File: src/rtl/sync_fifo_pkg.sv
// Shared constants for the synchronous FIFO: default geometry, derived sizes
// and the almost-empty/almost-full thresholds.
package sync_fifo_pkg;

    localparam int DEF_BUF_WIDTH  = 3;
    localparam int DEF_DATA_WIDTH = 4;
    localparam int DEF_DEPTH      = 2 ** DEF_BUF_WIDTH;
    localparam int DEF_CNT_WIDTH  = DEF_BUF_WIDTH + 1;

    localparam int ALMOST_EMPTY_LEVEL = 1;

    // Encoded as {write_accepted, read_accepted}.
    typedef enum logic [1:0] {
        OP_IDLE  = 2'b00,
        OP_READ  = 2'b01,
        OP_WRITE = 2'b10,
        OP_BOTH  = 2'b11
    } fifo_op_e;

    function automatic int fifo_depth(input int buf_width);
        return 2 ** buf_width;
    endfunction

    function automatic int almost_full_level(input int buf_width);
        return (2 ** buf_width) - 1;
    endfunction

endpackage

File: src/rtl/sync_fifo_mem.sv
// FIFO storage: DEPTH x DATA_WIDTH array with a synchronous write port and an
// asynchronous read port; the output register lives in the parent.
module fifo_mem
    import sync_fifo_pkg::*;
#(
    parameter int ADDR_WIDTH = DEF_BUF_WIDTH,
    parameter int DATA_WIDTH = DEF_DATA_WIDTH
) (
    input  logic                  clk,
    input  logic                  wr_en_i,
    input  logic [ADDR_WIDTH-1:0] wr_addr_i,
    input  logic [DATA_WIDTH-1:0] wr_data_i,
    input  logic [ADDR_WIDTH-1:0] rd_addr_i,
    output logic [DATA_WIDTH-1:0] rd_data_o
);

    localparam int DEPTH = fifo_depth(ADDR_WIDTH);

    // Storage is deliberately left unreset so it can map onto RAM resources.
    logic [DATA_WIDTH-1:0] mem_q [DEPTH];

    always_ff @(posedge clk) begin
        if (wr_en_i) begin
            mem_q[wr_addr_i] <= wr_data_i;
        end
    end

    assign rd_data_o = mem_q[rd_addr_i];

endmodule

File: src/rtl/sync_fifo.sv
// Single-clock FIFO with registered read data, occupancy counter and
// full/empty/almost flags decoded from the registered counter.
module sync_fifo
    import sync_fifo_pkg::*;
#(
    parameter int BUF_WIDTH  = DEF_BUF_WIDTH,
    parameter int DATA_WIDTH = DEF_DATA_WIDTH
) (
    input  logic                  clk,
    input  logic                  rst,
    input  logic [DATA_WIDTH-1:0] buf_in,
    input  logic                  wr_en,
    input  logic                  rd_en,
    output logic [DATA_WIDTH-1:0] buf_out,
    output logic                  buf_empty,
    output logic                  buf_full,
    output logic                  almost_empty,
    output logic                  almost_full,
    output logic [BUF_WIDTH:0]    fifo_counter
);

    localparam int DEPTH = fifo_depth(BUF_WIDTH);
    localparam int CNT_W = BUF_WIDTH + 1;

    localparam logic [CNT_W-1:0] FULL_LVL = CNT_W'(DEPTH);
    localparam logic [CNT_W-1:0] AF_LVL   = CNT_W'(almost_full_level(BUF_WIDTH));
    localparam logic [CNT_W-1:0] AE_LVL   = CNT_W'(ALMOST_EMPTY_LEVEL);
    localparam logic [CNT_W-1:0] CNT_ONE  = CNT_W'(1);
    localparam logic [BUF_WIDTH-1:0] PTR_ONE = BUF_WIDTH'(1);

    logic [BUF_WIDTH-1:0]  wr_ptr_q, wr_ptr_d;
    logic [BUF_WIDTH-1:0]  rd_ptr_q, rd_ptr_d;
    logic [CNT_W-1:0]      count_q, count_d;
    logic [DATA_WIDTH-1:0] buf_out_q, buf_out_d;
    logic [DATA_WIDTH-1:0] mem_rd_data;
    logic                  wr_accept;
    logic                  rd_accept;
    fifo_op_e              op;

    // Acceptance uses the pre-edge flags, so a simultaneous request on an
    // empty FIFO only writes and on a full FIFO only reads.
    assign wr_accept = wr_en && !buf_full;
    assign rd_accept = rd_en && !buf_empty;
    assign op        = fifo_op_e'({wr_accept, rd_accept});

    fifo_mem #(
        .ADDR_WIDTH (BUF_WIDTH),
        .DATA_WIDTH (DATA_WIDTH)
    ) u_mem (
        .clk       (clk),
        .wr_en_i   (wr_accept),
        .wr_addr_i (wr_ptr_q),
        .wr_data_i (buf_in),
        .rd_addr_i (rd_ptr_q),
        .rd_data_o (mem_rd_data)
    );

    always_comb begin
        wr_ptr_d  = wr_ptr_q;
        rd_ptr_d  = rd_ptr_q;
        count_d   = count_q;
        buf_out_d = buf_out_q;

        if (wr_accept) begin
            wr_ptr_d = wr_ptr_q + PTR_ONE;
        end
        if (rd_accept) begin
            rd_ptr_d  = rd_ptr_q + PTR_ONE;
            buf_out_d = mem_rd_data;
        end

        case (op)
            OP_WRITE: count_d = count_q + CNT_ONE;
            OP_READ:  count_d = count_q - CNT_ONE;
            default:  count_d = count_q;
        endcase
    end

    always_ff @(posedge clk or negedge rst) begin
        if (!rst) begin
            wr_ptr_q  <= '0;
            rd_ptr_q  <= '0;
            count_q   <= '0;
            buf_out_q <= '0;
        end else begin
            wr_ptr_q  <= wr_ptr_d;
            rd_ptr_q  <= rd_ptr_d;
            count_q   <= count_d;
            buf_out_q <= buf_out_d;
        end
    end

    assign buf_out      = buf_out_q;
    assign fifo_counter = count_q;
    assign buf_empty    = (count_q == '0);
    assign buf_full     = (count_q == FULL_LVL);
    assign almost_empty = (count_q <= AE_LVL);
    assign almost_full  = (count_q >= AF_LVL);

endmodule

File: config.mk
export PLATFORM = sky130hd
export DESIGN_NAME = sync_fifo
export DESIGN_NICKNAME = d
export VERILOG_FILES = /design/src/rtl/sync_fifo_pkg.sv /design/src/rtl/sync_fifo_mem.sv /design/src/rtl/sync_fifo.sv
export SDC_FILE = /design/constraint.sdc
export NUM_CORES = 1
export LEC_CHECK = 0
export CORE_ASPECT_RATIO = 1.75
export CORE_UTILIZATION = 30
export CTS_BUF_LIST = sky130_fd_sc_hd__clkbuf_4
export DETAILED_ROUTE_END_ITERATION = 10
export HOLD_SLACK_MARGIN = 0.03
export SETUP_SLACK_MARGIN = 0.05
export SLEW_MARGIN = 15
export SYNTH_ARGS = -nofsm -noshare
export SYNTH_HDL_FRONTEND = slang
export SYNTH_SLANG_ARGS = --single-unit
File: constraint.sdc
create_clock -name clk -period 2.5 [get_ports clk]
set_input_delay 0.5 -clock clk [delete_from_list [all_inputs] [get_ports clk]]
set_output_delay 0.5 -clock clk [all_outputs]
set_load 0.03 [all_outputs]
==> metrics.txt, run 1 <==
# TYPE chip_impl_metric gauge
chip_impl_info{name="status",value="complete, no violations"} 1
chip_impl_metric{name="track_usage",unit=""} 0.112
chip_impl_metric{name="syn_avg_cell_area",unit="um^2"} 16.0
chip_impl_info{name="dominantRegCellSynth",value="sky130_fd_sc_hd__edfxtp_1"} 1
chip_impl_metric{name="power.leakage",unit="nW"} 0.932
chip_impl_metric{name="first_global_vias",unit=""} 1108
chip_impl_metric{name="max-cap-violations",unit=""} 0
chip_impl_info{name="yosysMostFrequentCell",value="sky130_fd_sc_hd__edfxtp_1"} 1
chip_impl_metric{name="wire_length_per_cell_after_detailed_routing",unit="um"} 14.2
chip_impl_metric{name="final_period_minus_worst_setup_slack",unit="ns"} 2.32
chip_impl_metric{name="whs_path_depth",unit=""} 2
chip_impl_metric{name="switching_part_of_the_total",unit=""} 0.352
chip_impl_metric{name="synthesis.instances",unit=""} 125
chip_impl_metric{name="combPwrFrac",unit=""} 0.405
chip_impl_info{name="yosys.area.top_type",value="sky130_fd_sc_hd__edfxtp_1"} 1
chip_impl_metric{name="seq_area",unit="mm^2"} 0.00131
chip_impl_metric{name="finalSetupTns",unit="ns"} 0
chip_impl_info{name="critPathKind",value="flop to output pin"} 1
chip_impl_metric{name="ctsHoldBuffers",unit=""} 0
chip_impl_metric{name="mappedNetlistArea",unit="mm^2"} 0.00199
chip_impl_metric{name="die_y",unit="um"} 110
chip_impl_metric{name="row_count",unit=""} 39
chip_impl_metric{name="die_x",unit="um"} 63.6
chip_impl_info{name="reg2reg_from",value="fifo_counter[0]$_DFFE_PN0P_"} 1
chip_impl_metric{name="global_route.overflow_total",unit=""} 0
chip_impl_metric{name="route.detailed.drc",unit=""} 0
chip_impl_metric{name="io_buffer_count",unit=""} 19
chip_impl_metric{name="ant_diodes",unit=""} 0
chip_impl_metric{name="regToRegSetupSlack",unit="ns"} 0.26
chip_impl_metric{name="detailedPlacementHpwl",unit="um"} 2560
chip_impl_metric{name="cp_max_fo",unit=""} 7
chip_impl_metric{name="seq_area_frac_synth",unit=""} 0.657
chip_impl_metric{name="netlist.area_leader.share",unit=""} 0.482
chip_impl_metric{name="final.period_utilization",unit=""} 0.928
chip_impl_metric{name="clockBufferDepth",unit=""} 2
chip_impl_metric{name="drt_first_iter_violations",unit=""} 23
chip_impl_metric{name="crit_required",unit="ns"} 2.00
chip_impl_metric{name="ant_nets",unit=""} 0
chip_impl_metric{name="synth-seq-cells",unit=""} 46
chip_impl_metric{name="fin_worst_skew",unit="ns"} 0.00836
chip_impl_metric{name="final_util",unit=""} 0.365
chip_impl_metric{name="ioPinCount",unit=""} 20
chip_impl_metric{name="pwr-share-seq",unit=""} 0.433
chip_impl_metric{name="vias",unit=""} 1048
chip_impl_info{name="synth.cells.most_frequent",value="sky130_fd_sc_hd__edfxtp_1 (32), sky130_fd_sc_hd__mux2i_1 (21), sky130_fd_sc_hd__dfrtp_1 (14), sky130_fd_sc_hd__nor2_1 (8), sky130_fd_sc_hd__inv_1 (7)"} 1
chip_impl_metric{name="switching_power",unit="mW"} 0.978
chip_impl_metric{name="detailed_router_iteration_count_before_antenna_repair",unit=""} 4
chip_impl_metric{name="cts.clk_slew.worst_paths",unit="ns"} 0.12
chip_impl_metric{name="fmax",unit="MHz"} 431
chip_impl_info{name="tritoncts",value="built"} 1
chip_impl_metric{name="flow.area_growth_from_synthesis",unit="%"} 18.7
chip_impl_metric{name="multi_input_comb_area",unit="um^2"} 626
chip_impl_metric{name="clockPowerShare",unit=""} 0.161
chip_impl_metric{name="synth_fp_nets",unit=""} 139
chip_impl_metric{name="design.die.area",unit="mm^2"} 0.00699
chip_impl_metric{name="vias_per_cell",unit=""} 4.46
chip_impl_metric{name="headroom_to_the_max_slew_limit",unit=""} 0.534
chip_impl_metric{name="grt_max_degree",unit=""} 19
chip_impl_metric{name="slew_violations",unit=""} 0
chip_impl_metric{name="initial_utilization",unit=""} 0.307
chip_impl_metric{name="proportion_of_register_bits_with_asynchronous_set_or_reset_after_synthesis",unit=""} 0.304
chip_impl_metric{name="synth_edf_count",unit=""} 32
chip_impl_metric{name="cts_made_buffers",unit=""} 5
chip_impl_metric{name="hold_violations",unit=""} 0
chip_impl_metric{name="intPower",unit="mW"} 1.80
chip_impl_info{name="unrepaired_setup_endpoints_after_global_routing",value="no"} 1
chip_impl_metric{name="cell_variety_after_synth",unit=""} 26
chip_impl_metric{name="ir_worst_vdd",unit="mV"} 0.723
chip_impl_metric{name="antenna_found_initial",unit=""} 0
chip_impl_info{name="worst_hold_path.endpoint",value="buf_out[1]$_DFFE_PN0P_"} 1
chip_impl_metric{name="cts_setup_buffers",unit=""} 0
chip_impl_info{name="timing.hold.worst.class",value="flop to flop"} 1
chip_impl_metric{name="layout_cells_sized_above_1",unit=""} 0.137
chip_impl_metric{name="grt_first_pass_wirelength",unit="um"} 5690
chip_impl_metric{name="yosys_warnings",unit=""} 0
chip_impl_metric{name="count_of_h_tree_levels_built_during_cts",unit=""} 2
chip_impl_metric{name="insertion_delay",unit="ns"} 0.35
chip_impl_metric{name="num-fill-cells",unit=""} 609
chip_impl_metric{name="tightest_slew",unit="ns"} 0.698
chip_impl_metric{name="gpl_wtd_cong",unit=""} 0.730
chip_impl_metric{name="power-per-cell-area",unit="mW/mm^2"} 1170
chip_impl_metric{name="floorplan.core_area",unit="mm^2"} 0.00649
chip_impl_info{name="synth.area.top_cells",value="sky130_fd_sc_hd__edfxtp_1 (48%), sky130_fd_sc_hd__dfrtp_1 (18%), sky130_fd_sc_hd__mux2i_1 (11%), sky130_fd_sc_hd__mux4_2 (4.5%), sky130_fd_sc_hd__ha_1 (3.8%)"} 1
chip_impl_metric{name="num-nets-final",unit=""} 166
chip_impl_metric{name="final-setup-viol-count",unit=""} 0
chip_impl_info{name="timing.critical_path.from_type",value="flop"} 1
chip_impl_metric{name="arrival",unit="ns"} 1.82
chip_impl_metric{name="cts.sinks",unit=""} 46
chip_impl_metric{name="timing.hold.ws",unit="ns"} 0.525
chip_impl_metric{name="wirelength",unit="um"} 3340
chip_impl_info{name="r2r_end",value="fifo_counter[3]$_DFFE_PN0P_"} 1
chip_impl_info{name="clock-root-buffer",value="sky130_fd_sc_hd__clkbuf_4"} 1
chip_impl_info{name="hold_start",value="buf_out[1]$_DFFE_PN0P_"} 1
chip_impl_metric{name="r2r.worst_path.cells",unit=""} 8
chip_impl_info{name="worstSetupEndpointType",value="output pin"} 1
logic make-up (layout without fill, tap and decap cells):
group	count (synthesis)	after routing	synth area share
and+or+nand+nor	25	25	0.0678
adders and majority gates	6	6	0.0376
xor gates and xnor gates	8	8	0.0351
DFF	46	46	0.657
AOI/OAI and AO/OA	3	3	0.00878
muxes	27	27	0.162
buffers and inverters	10	38	0.0314
metrics by stage:
step           power, mW  worst slack, ns  instance area, um^2  std cells
6_report            2.78            0.180                 2370        235
5_1_grt             2.97           0.0706                 2370        235
4_1_cts             2.82            0.156                 2370        235
3_5_place_dp        2.38            0.156                 2290        227
3_3_place_gp        2.34            0.231                 2290        227
2_1_floorplan       2.03            0.132                 2000        125
repair_timing:
action | 4_1_cts | 5_1_grt
setup endpoints to repair | 3 | 0
gates resized for setup | 3 | 0
endpoints found under the hold margin | 0 | 0
power by group through the flow:
stage	registers [mW]	logic [mW]	clock network (mW)
after CTS	1.21	1.15	0.462
final	1.20	1.12	0.449
after global placement	1.21	1.13	0
after detailed placement	1.22	1.16	0
after global routing	1.24	1.24	0.495
after floorplan	1.32	0.714	0
registers in the layout, summed over array words and instances (netlist names):
register and cells:
buf_out 4, fifo_counter 4, rd_ptr_q 3, u_mem.mem_q 32
wr_ptr_q 3
routing by layer:
metal	track usage	part of all wire	up-vias
met4	0.0519	0.019	0
met5	0	0	-
met1	0.110	0.34	502
met3	0.0239	0.033	6
li1	-	-	514
met2	0.218	0.60	26
final cells by class:
| type | count | area share |
|---|---|---|
| clock inverters | 1 | 0.0127 |
| well taps | 82 | 0.0433 |
| multi-input cells | 69 | 0.264 |
| flip-flops and latches | 46 | 0.555 |
| repair buffers | 23 | 0.0914 |
| clock buffers | 7 | 0.0222 |
| inverters | 7 | 0.0111 |
critical path: stages, from the launching register on:
cell and delay (ns):
sky130_fd_sc_hd__dfrtp_2 0.48, sky130_fd_sc_hd__ha_1 0.23, sky130_fd_sc_hd__a21o_1 0.18, sky130_fd_sc_hd__clkdlybuf4s50_1 0.59
worst max path at each step:
stage	depth (start not counted)	start	slack, ns	end
after floorplan	9	fifo_counter[0]$_DFFE_PN0P_	0.13	fifo_counter[3]$_DFFE_PN0P_
after global placement	6	rd_en	0.23	fifo_counter[3]$_DFFE_PN0P_
after detailed placement	6	rd_en	0.16	fifo_counter[3]$_DFFE_PN0P_
after CTS	3	fifo_counter[0]$_DFFE_PN0P_	0.16	almost_full
after global routing	5	fifo_counter[0]$_DFFE_PN0P_	0.07	buf_full
final	3	fifo_counter[0]$_DFFE_PN0P_	0.18	almost_full
placed cells by master (no fill, tap or decap):
cell type | netlist | routed
sky130_fd_sc_hd__a21o_1 | 1 | 1
sky130_fd_sc_hd__a21oi_1 | 1 | 1
sky130_fd_sc_hd__and3b_1 | 1 | 1
sky130_fd_sc_hd__buf_4 | 0 | 4
sky130_fd_sc_hd__bufinv_16 | 0 | 1
sky130_fd_sc_hd__clkbuf_4 | 0 | 7
sky130_fd_sc_hd__clkdlybuf4s50_1 | 0 | 16
sky130_fd_sc_hd__dfrtp_1 | 14 | 12
sky130_fd_sc_hd__dfrtp_2 | 0 | 2
sky130_fd_sc_hd__dlygate4sd2_1 | 0 | 3
sky130_fd_sc_hd__edfxtp_1 | 32 | 32
sky130_fd_sc_hd__ha_1 | 6 | 6
sky130_fd_sc_hd__inv_1 | 7 | 7
sky130_fd_sc_hd__mux2_2 | 2 | 2
sky130_fd_sc_hd__mux2i_1 | 21 | 21
sky130_fd_sc_hd__mux4_2 | 4 | 4
sky130_fd_sc_hd__nand2_1 | 3 | 3
sky130_fd_sc_hd__nand2b_1 | 2 | 2
sky130_fd_sc_hd__nand3_1 | 2 | 2
sky130_fd_sc_hd__nand3b_1 | 2 | 2
sky130_fd_sc_hd__nand4b_1 | 1 | 1
sky130_fd_sc_hd__nor2_1 | 8 | 8
sky130_fd_sc_hd__nor2b_1 | 1 | 1
sky130_fd_sc_hd__nor3_1 | 3 | 3
sky130_fd_sc_hd__nor3b_2 | 0 | 1
sky130_fd_sc_hd__o21ai_0 | 1 | 1
sky130_fd_sc_hd__or4b_1 | 1 | 1
sky130_fd_sc_hd__xnor2_1 | 4 | 4
sky130_fd_sc_hd__xor2_1 | 4 | 4
(Power assumes the default switching activity.)
==> inputs of run 2 (changes only) <==
--- a/config.mk
+++ b/config.mk
@@ -10,6 +10,7 @@
 export CTS_BUF_LIST = sky130_fd_sc_hd__clkbuf_4
 export DETAILED_ROUTE_END_ITERATION = 10
 export HOLD_SLACK_MARGIN = 0.03
+export REMOVE_ABC_BUFFERS = 1
 export SETUP_SLACK_MARGIN = 0.05
 export SLEW_MARGIN = 15
 export SYNTH_ARGS = -nofsm -noshare
==> metrics.txt, run 2 (synthesis gave the netlist of run 1 again) <==
# TYPE chip_impl_metric gauge
chip_impl_info{name="commonest_non_fill_non_tap_cell_in_the_layout",value="sky130_fd_sc_hd__edfxtp_1"} 1
chip_impl_metric{name="max-cap-violations",unit=""} 0
chip_impl_metric{name="route.detailed.drc",unit=""} 0
chip_impl_metric{name="headroom_to_the_max_slew_limit",unit=""} 0.558
chip_impl_metric{name="detailedPlacementHpwl",unit="um"} 2540
chip_impl_info{name="worstSetupEndpointType",value="output pin"} 1
chip_impl_metric{name="ant_nets",unit=""} 0
chip_impl_metric{name="final_period_minus_worst_setup_slack",unit="ns"} 2.35
chip_impl_metric{name="post-route-worst-setup-slack",unit="ns"} 0.146
chip_impl_info{name="unrepaired_setup_endpoints_after_global_routing",value="yes"} 1
chip_impl_metric{name="layout_cells_sized_above_1",unit=""} 0.130
chip_impl_metric{name="vias_per_cell",unit=""} 4.43
chip_impl_metric{name="cts_made_buffers",unit=""} 5
chip_impl_info{name="top_library_cells_by_usage_in_the_layout_fill_and_taps_aside",value="sky130_fd_sc_hd__edfxtp_1 (32), sky130_fd_sc_hd__mux2i_1 (21), sky130_fd_sc_hd__clkdlybuf4s50_1 (15)"} 1
chip_impl_metric{name="grt_max_degree",unit=""} 19
chip_impl_info{name="critPathKind",value="flop to output pin"} 1
chip_impl_metric{name="clockBufferDepth",unit=""} 2
chip_impl_metric{name="global_route.overflow_total",unit=""} 0
chip_impl_info{name="critPathSlowestCell",value="sky130_fd_sc_hd__dfrtp_1"} 1
chip_impl_metric{name="slowest_stage_delay_cp",unit="ns"} 0.45
chip_impl_info{name="largest-register",value="u_mem.mem_q"} 1
chip_impl_metric{name="slew_violations",unit=""} 0
chip_impl_info{name="timing.critical_path.from_type",value="flop"} 1
chip_impl_metric{name="floorplan.core_area",unit="mm^2"} 0.00649
chip_impl_metric{name="vias",unit=""} 1045
chip_impl_info{name="worstPathCellList",value="inv_1, ha_1, nand3b_1, inv_1, dlygate4sd2_1"} 1
chip_impl_metric{name="dp_slack",unit="ns"} 0.137
chip_impl_metric{name="drt_first_iter_violations",unit=""} 24
chip_impl_metric{name="ir_worst_vdd",unit="mV"} 0.539
chip_impl_info{name="tritoncts",value="built"} 1
chip_impl_metric{name="insertion_delay",unit="ns"} 0.36
chip_impl_metric{name="track_usage",unit=""} 0.107
chip_impl_metric{name="worstSetupPathDepth",unit=""} 5
chip_impl_metric{name="antenna_found_initial",unit=""} 0
chip_impl_info{name="cp_common_cell",value="sky130_fd_sc_hd__inv_1"} 1
chip_impl_metric{name="multi_input_comb_area",unit="um^2"} 623
chip_impl_info{name="timing.hold.worst.class",value="input port to async pin"} 1
chip_impl_metric{name="count_of_h_tree_levels_built_during_cts",unit=""} 2
chip_impl_metric{name="hold_violations",unit=""} 0
chip_impl_metric{name="detailed_router_iteration_count_before_antenna_repair",unit=""} 4
chip_impl_metric{name="cp_max_fo",unit=""} 6
chip_impl_metric{name="finalSetupTns",unit="ns"} 0
chip_impl_metric{name="num-nets-final",unit=""} 167
chip_impl_metric{name="cp.buffers_inverters",unit=""} 3
chip_impl_metric{name="final.period_utilization",unit=""} 0.942
chip_impl_metric{name="fmax",unit="MHz"} 425
chip_impl_metric{name="power.leakage",unit="nW"} 0.930
chip_impl_metric{name="wirelength",unit="um"} 3280
chip_impl_metric{name="die_x",unit="um"} 63.6
chip_impl_metric{name="arrival",unit="ns"} 1.85
chip_impl_metric{name="r2r.worst_path.cells",unit=""} 8
chip_impl_metric{name="final-setup-viol-count",unit=""} 0
chip_impl_metric{name="fin_worst_skew",unit="ns"} 0.0250
chip_impl_metric{name="initial_utilization",unit=""} 0.307
chip_impl_metric{name="ioPinCount",unit=""} 20
chip_impl_metric{name="wire_length_per_cell_after_detailed_routing",unit="um"} 13.9
chip_impl_metric{name="ant_diodes",unit=""} 0
chip_impl_metric{name="row_count",unit=""} 39
chip_impl_metric{name="num-fill-cells",unit=""} 611
chip_impl_info{name="status",value="complete, no violations"} 1
chip_impl_metric{name="cts.clk_slew.worst_paths",unit="ns"} 0.13
chip_impl_metric{name="cts.sinks",unit=""} 46
chip_impl_metric{name="power-per-cell-area",unit="mW/mm^2"} 1140
chip_impl_metric{name="largest_reg_flops",unit=""} 32
chip_impl_metric{name="design.die.area",unit="mm^2"} 0.00699
chip_impl_metric{name="die_y",unit="um"} 110
chip_impl_metric{name="timing.hold.ws",unit="ns"} 0.526
chip_impl_info{name="clock-root-buffer",value="sky130_fd_sc_hd__clkbuf_4"} 1
chip_impl_metric{name="gpl_wtd_cong",unit=""} 0.799
chip_impl_metric{name="io_buffer_count",unit=""} 19
chip_impl_metric{name="tightest_slew",unit="ns"} 0.661
chip_impl_metric{name="crit_required",unit="ns"} 2.00
chip_impl_metric{name="flow.area_growth_from_synthesis",unit="%"} 17.3
chip_impl_metric{name="ctsHoldBuffers",unit=""} 0
chip_impl_metric{name="grt_first_pass_wirelength",unit="um"} 5350
chip_impl_metric{name="seq_area",unit="mm^2"} 0.00131
chip_impl_metric{name="first_global_vias",unit=""} 1113
chip_impl_info{name="crit_family",value="buffers and inverters"} 1
-- run 2: through the flow --
step	utilization	area, um^2	instances	power [mW]
after global routing	0.361	2340	236	2.85
after detailed placement	0.353	2290	228	2.39
after global placement	0.353	2290	228	2.35
final	0.361	2340	236	2.67
after CTS	0.360	2340	236	2.71
after floorplan	-	1960	122	1.96
-- run 2: routing by layer --
layer	routed length, um	vias to the layer above	track usage
met5	0	-	0
met4	92	0	0.0682
met3	84	8	0.0228
met2	1990	17	0.212
met1	1110	507	0.0950
li1	-	513	-
-- run 2: layout make-up --
class,count,area share
sequential,46,0.560
clock inverter,2,0.00374
tap,82,0.0439
timing repair buffer,24,0.0952
clock buffer,6,0.0193
multi-input combinational,69,0.266
inverter,7,0.0112
-- run 2: worst paths after layout --
path	startpoint	endpoint	slack (ns)
max in group asynchronous	rst	rd_ptr_q[2]$_DFFE_PN0P_	1.55
worst min-delay path	rst	fifo_counter[1]$_DFFE_PN0P_	0.53
worst max register to register	fifo_counter[1]$_DFFE_PN0P_	fifo_counter[3]$_DFFE_PN0P_	0.17
worst min register to register	buf_out[2]$_DFFE_PN0P_	buf_out[2]$_DFFE_PN0P_	0.53
worst max-delay path	fifo_counter[1]$_DFFE_PN0P_	buf_full	0.15
min in group clk	buf_out[2]$_DFFE_PN0P_	buf_out[2]$_DFFE_PN0P_	0.53
-- run 2: where the power goes --
group	internal (mW)	switching, mW	total [mW]	leakage (nW)
Combinational	0.549	0.606	1.15	0.443
Clock	0.117	0.215	0.332	0.0331
Sequential	1.02	0.161	1.18	0.455
Total	1.68	0.981	2.67	0.930
-- run 2: repair_timing --
action | in CTS | in global routing
setup endpoints to repair | 3 | 3
buffers inserted | 0 | 0
resized for setup | 3 | 5
-- run 2: worst register-to-register path, delay by kind of cell (launching register included) --
kind	cells	cell delay (ns)
XOR/XNOR	1	0.18
adder cells (fa/ha/maj)	2	0.48
flip-flops	1	0.45
AO/OA/AOI/OAI	1	0.19
buffers and inverters	1	0.11
AND/OR/NAND/NOR	3	0.86
==> inputs of run 3 (changes only) <==
--- a/config.mk
+++ b/config.mk
@@ -8,6 +8,7 @@
 export CORE_ASPECT_RATIO = 1.75
 export CORE_UTILIZATION = 30
 export CTS_BUF_LIST = sky130_fd_sc_hd__clkbuf_4
+export CTS_CLUSTER_DIAMETER = 80
 export DETAILED_ROUTE_END_ITERATION = 10
 export HOLD_SLACK_MARGIN = 0.03
 export REMOVE_ABC_BUFFERS = 1
@@ -16,3 +17,4 @@
 export SYNTH_ARGS = -nofsm -noshare
 export SYNTH_HDL_FRONTEND = slang
 export SYNTH_SLANG_ARGS = --single-unit
+export TNS_END_PERCENT = 1
==> constraint.sdc (replaced) <==
create_clock -name clk -period 2.5 [get_ports clk]
set_input_delay 0.25 -clock clk [delete_from_list [all_inputs] [get_ports clk]]
set_output_delay 0.25 -clock clk [all_outputs]
set_load 0.03 [all_outputs]
==> metrics.txt, run 3 (synthesis gave the netlist of run 1 again) <==
# TYPE chip_impl_metric gauge
chip_impl_metric{name="num-fill-cells",unit=""} 619
chip_impl_metric{name="fin_worst_skew",unit="ns"} 0.0118
chip_impl_metric{name="vias",unit=""} 1051
chip_impl_metric{name="headroom_to_the_max_slew_limit",unit=""} 0.521
chip_impl_metric{name="cts_made_buffers",unit=""} 5
chip_impl_info{name="timing.hold.worst.class",value="input port to async pin"} 1
chip_impl_metric{name="route.detailed.drc",unit=""} 0
chip_impl_info{name="commonest_non_fill_non_tap_cell_in_the_layout",value="sky130_fd_sc_hd__edfxtp_1"} 1
chip_impl_metric{name="arrival",unit="ns"} 2.05
chip_impl_metric{name="final_period_minus_worst_setup_slack",unit="ns"} 2.30
chip_impl_metric{name="detailed_router_iteration_count_before_antenna_repair",unit=""} 4
chip_impl_metric{name="slew_violations",unit=""} 0
chip_impl_metric{name="ir_worst_vdd",unit="mV"} 0.523
chip_impl_metric{name="intPower",unit="mW"} 1.87
chip_impl_metric{name="cts.clk_slew.worst_paths",unit="ns"} 0.13
chip_impl_metric{name="power-per-cell-area",unit="mW/mm^2"} 1210
chip_impl_metric{name="clockPowerShare",unit=""} 0.187
chip_impl_metric{name="count_of_h_tree_levels_built_during_cts",unit=""} 2
chip_impl_metric{name="num-nets-final",unit=""} 164
chip_impl_metric{name="design.die.area",unit="mm^2"} 0.00699
chip_impl_metric{name="pwr-share-seq",unit=""} 0.418
chip_impl_metric{name="cp_max_fo",unit=""} 6
chip_impl_info{name="timing.critical_path.from_type",value="flop"} 1
chip_impl_metric{name="row_count",unit=""} 39
chip_impl_metric{name="grt_max_degree",unit=""} 19
chip_impl_info{name="unrepaired_setup_endpoints_after_global_routing",value="no"} 1
chip_impl_info{name="top_library_cells_by_usage_in_the_layout_fill_and_taps_aside",value="sky130_fd_sc_hd__edfxtp_1 (32), sky130_fd_sc_hd__mux2i_1 (21), sky130_fd_sc_hd__clkdlybuf4s50_1 (18)"} 1
chip_impl_metric{name="drt_first_iter_violations",unit=""} 11
chip_impl_metric{name="tightest_slew",unit="ns"} 0.713
chip_impl_metric{name="floorplan.core_area",unit="mm^2"} 0.00649
chip_impl_metric{name="first_global_vias",unit=""} 1159
chip_impl_metric{name="track_usage",unit=""} 0.111
chip_impl_metric{name="ioPinCount",unit=""} 20
chip_impl_info{name="tritoncts",value="built"} 1
chip_impl_metric{name="ant_nets",unit=""} 0
chip_impl_metric{name="layout_cells_sized_above_1",unit=""} 0.106
chip_impl_metric{name="wire_length_per_cell_after_detailed_routing",unit="um"} 14.6
chip_impl_metric{name="switching_part_of_the_total",unit=""} 0.347
chip_impl_metric{name="total_power",unit="mW"} 2.86
chip_impl_metric{name="dp_slack",unit="ns"} 0.255
chip_impl_metric{name="max-cap-violations",unit=""} 0
chip_impl_metric{name="final-setup-viol-count",unit=""} 0
chip_impl_metric{name="vias_per_cell",unit=""} 4.51
chip_impl_metric{name="largest_reg_flops",unit=""} 32
chip_impl_metric{name="clockBufferDepth",unit=""} 2
chip_impl_info{name="status",value="complete, no violations"} 1
chip_impl_info{name="critPathKind",value="flop to output pin"} 1
chip_impl_metric{name="crit_required",unit="ns"} 2.25
chip_impl_metric{name="antenna_found_initial",unit=""} 0
chip_impl_metric{name="global_route.overflow_total",unit=""} 0
chip_impl_metric{name="die_y",unit="um"} 110
chip_impl_metric{name="cts.sinks",unit=""} 46
chip_impl_metric{name="die_x",unit="um"} 63.6
chip_impl_metric{name="final.period_utilization",unit=""} 0.921
chip_impl_metric{name="combPwrFrac",unit=""} 0.395
chip_impl_metric{name="finalSetupTns",unit="ns"} 0
chip_impl_metric{name="gpl_wtd_cong",unit=""} 0.739
chip_impl_info{name="largest-register",value="u_mem.mem_q"} 1
chip_impl_metric{name="grt_first_pass_wirelength",unit="um"} 5510
chip_impl_metric{name="post-route-worst-setup-slack",unit="ns"} 0.197
chip_impl_metric{name="cts_setup_buffers",unit=""} 0
chip_impl_metric{name="flow.area_growth_from_synthesis",unit="%"} 18.7
chip_impl_metric{name="regToRegSetupSlack",unit="ns"} 0.26
chip_impl_metric{name="fmax",unit="MHz"} 434
chip_impl_info{name="worstSetupEndpointType",value="output pin"} 1
chip_impl_metric{name="switching_power",unit="mW"} 0.993
chip_impl_metric{name="detailedPlacementHpwl",unit="um"} 2580
chip_impl_metric{name="wirelength",unit="um"} 3400
chip_impl_metric{name="initial_utilization",unit=""} 0.307
chip_impl_info{name="clock-root-buffer",value="sky130_fd_sc_hd__clkbuf_4"} 1
chip_impl_metric{name="io_buffer_count",unit=""} 19
chip_impl_metric{name="insertion_delay",unit="ns"} 0.36
chip_impl_metric{name="ant_diodes",unit=""} 0
chip_impl_metric{name="hold_violations",unit=""} 0
chip_impl_metric{name="power.leakage",unit="nW"} 0.919
## run 3: final cells by class
cell class	count	area [um^2]	area share
repair buffers	21	204	0.0862
flip-flops and latches	46	1310	0.554
multi-input cells	69	621	0.262
inverters	7	26.3	0.0111
clock buffers	5	37.5	0.0159
clock inverters	3	63.8	0.0270
well taps	82	103	0.0433
## run 3: path summary, 6_finish.rpt
path,start,end,cells past startpoint
min,rst,fifo_counter[1]$_DFFE_PN0P_,1
min in group clk,buf_out[1]$_DFFE_PN0P_,buf_out[1]$_DFFE_PN0P_,2
min reg2reg,buf_out[1]$_DFFE_PN0P_,buf_out[1]$_DFFE_PN0P_,2
max,fifo_counter[1]$_DFFE_PN0P_,buf_full,5
max reg2reg,fifo_counter[1]$_DFFE_PN0P_,fifo_counter[3]$_DFFE_PN0P_,8
max in group asynchronous,rst,fifo_counter[0]$_DFFE_PN0P_,1
## run 3: metal layers
metal | share of wire | GRT usage | up-vias
met5 | 0 | 0 | -
met4 | 0.053 | 0.0990 | 0
met3 | 0.027 | 0.0166 | 12
met2 | 0.58 | 0.220 | 23
met1 | 0.34 | 0.0902 | 507
li1 | - | - | 509
## run 3: through the flow
| step | util | hold WS [ns] | instances | area [um^2] |
|---|---|---|---|---|
| finish | 0.365 | 0.283 | 233 | 2370 |
| global route | 0.365 | 0.340 | 233 | 2370 |
| CTS | 0.365 | 0.292 | 233 | 2370 |
| detailed placement | 0.349 | 0.512 | 225 | 2270 |
| global placement | 0.349 | 0.515 | 225 | 2270 |
| floorplan | - | -0.0456 | 122 | 1960 |
## run 3: worst max-delay path: stages (launching register included)
cell	delay, ns
sky130_fd_sc_hd__dfrtp_1	0.45
sky130_fd_sc_hd__inv_1	0.10
sky130_fd_sc_hd__ha_1	0.21
sky130_fd_sc_hd__nand3b_1	0.17
sky130_fd_sc_hd__inv_1	0.10
sky130_fd_sc_hd__clkdlybuf4s50_1	0.66
## run 3: power groups by stage
stage	registers, mW	clock network [mW]	logic (mW)
after CTS	1.20	0.550	1.15
final	1.20	0.537	1.13
after floorplan	1.36	0	0.606
after global routing	1.23	0.565	1.24
after detailed placement	1.22	0	1.15
after global placement	1.20	0	1.13
## run 3: repair_timing
action,in CTS,in global routing
resized for setup,1,1
endpoints found under the setup margin,1,2
hold buffers,0,0
pin swaps,0,0
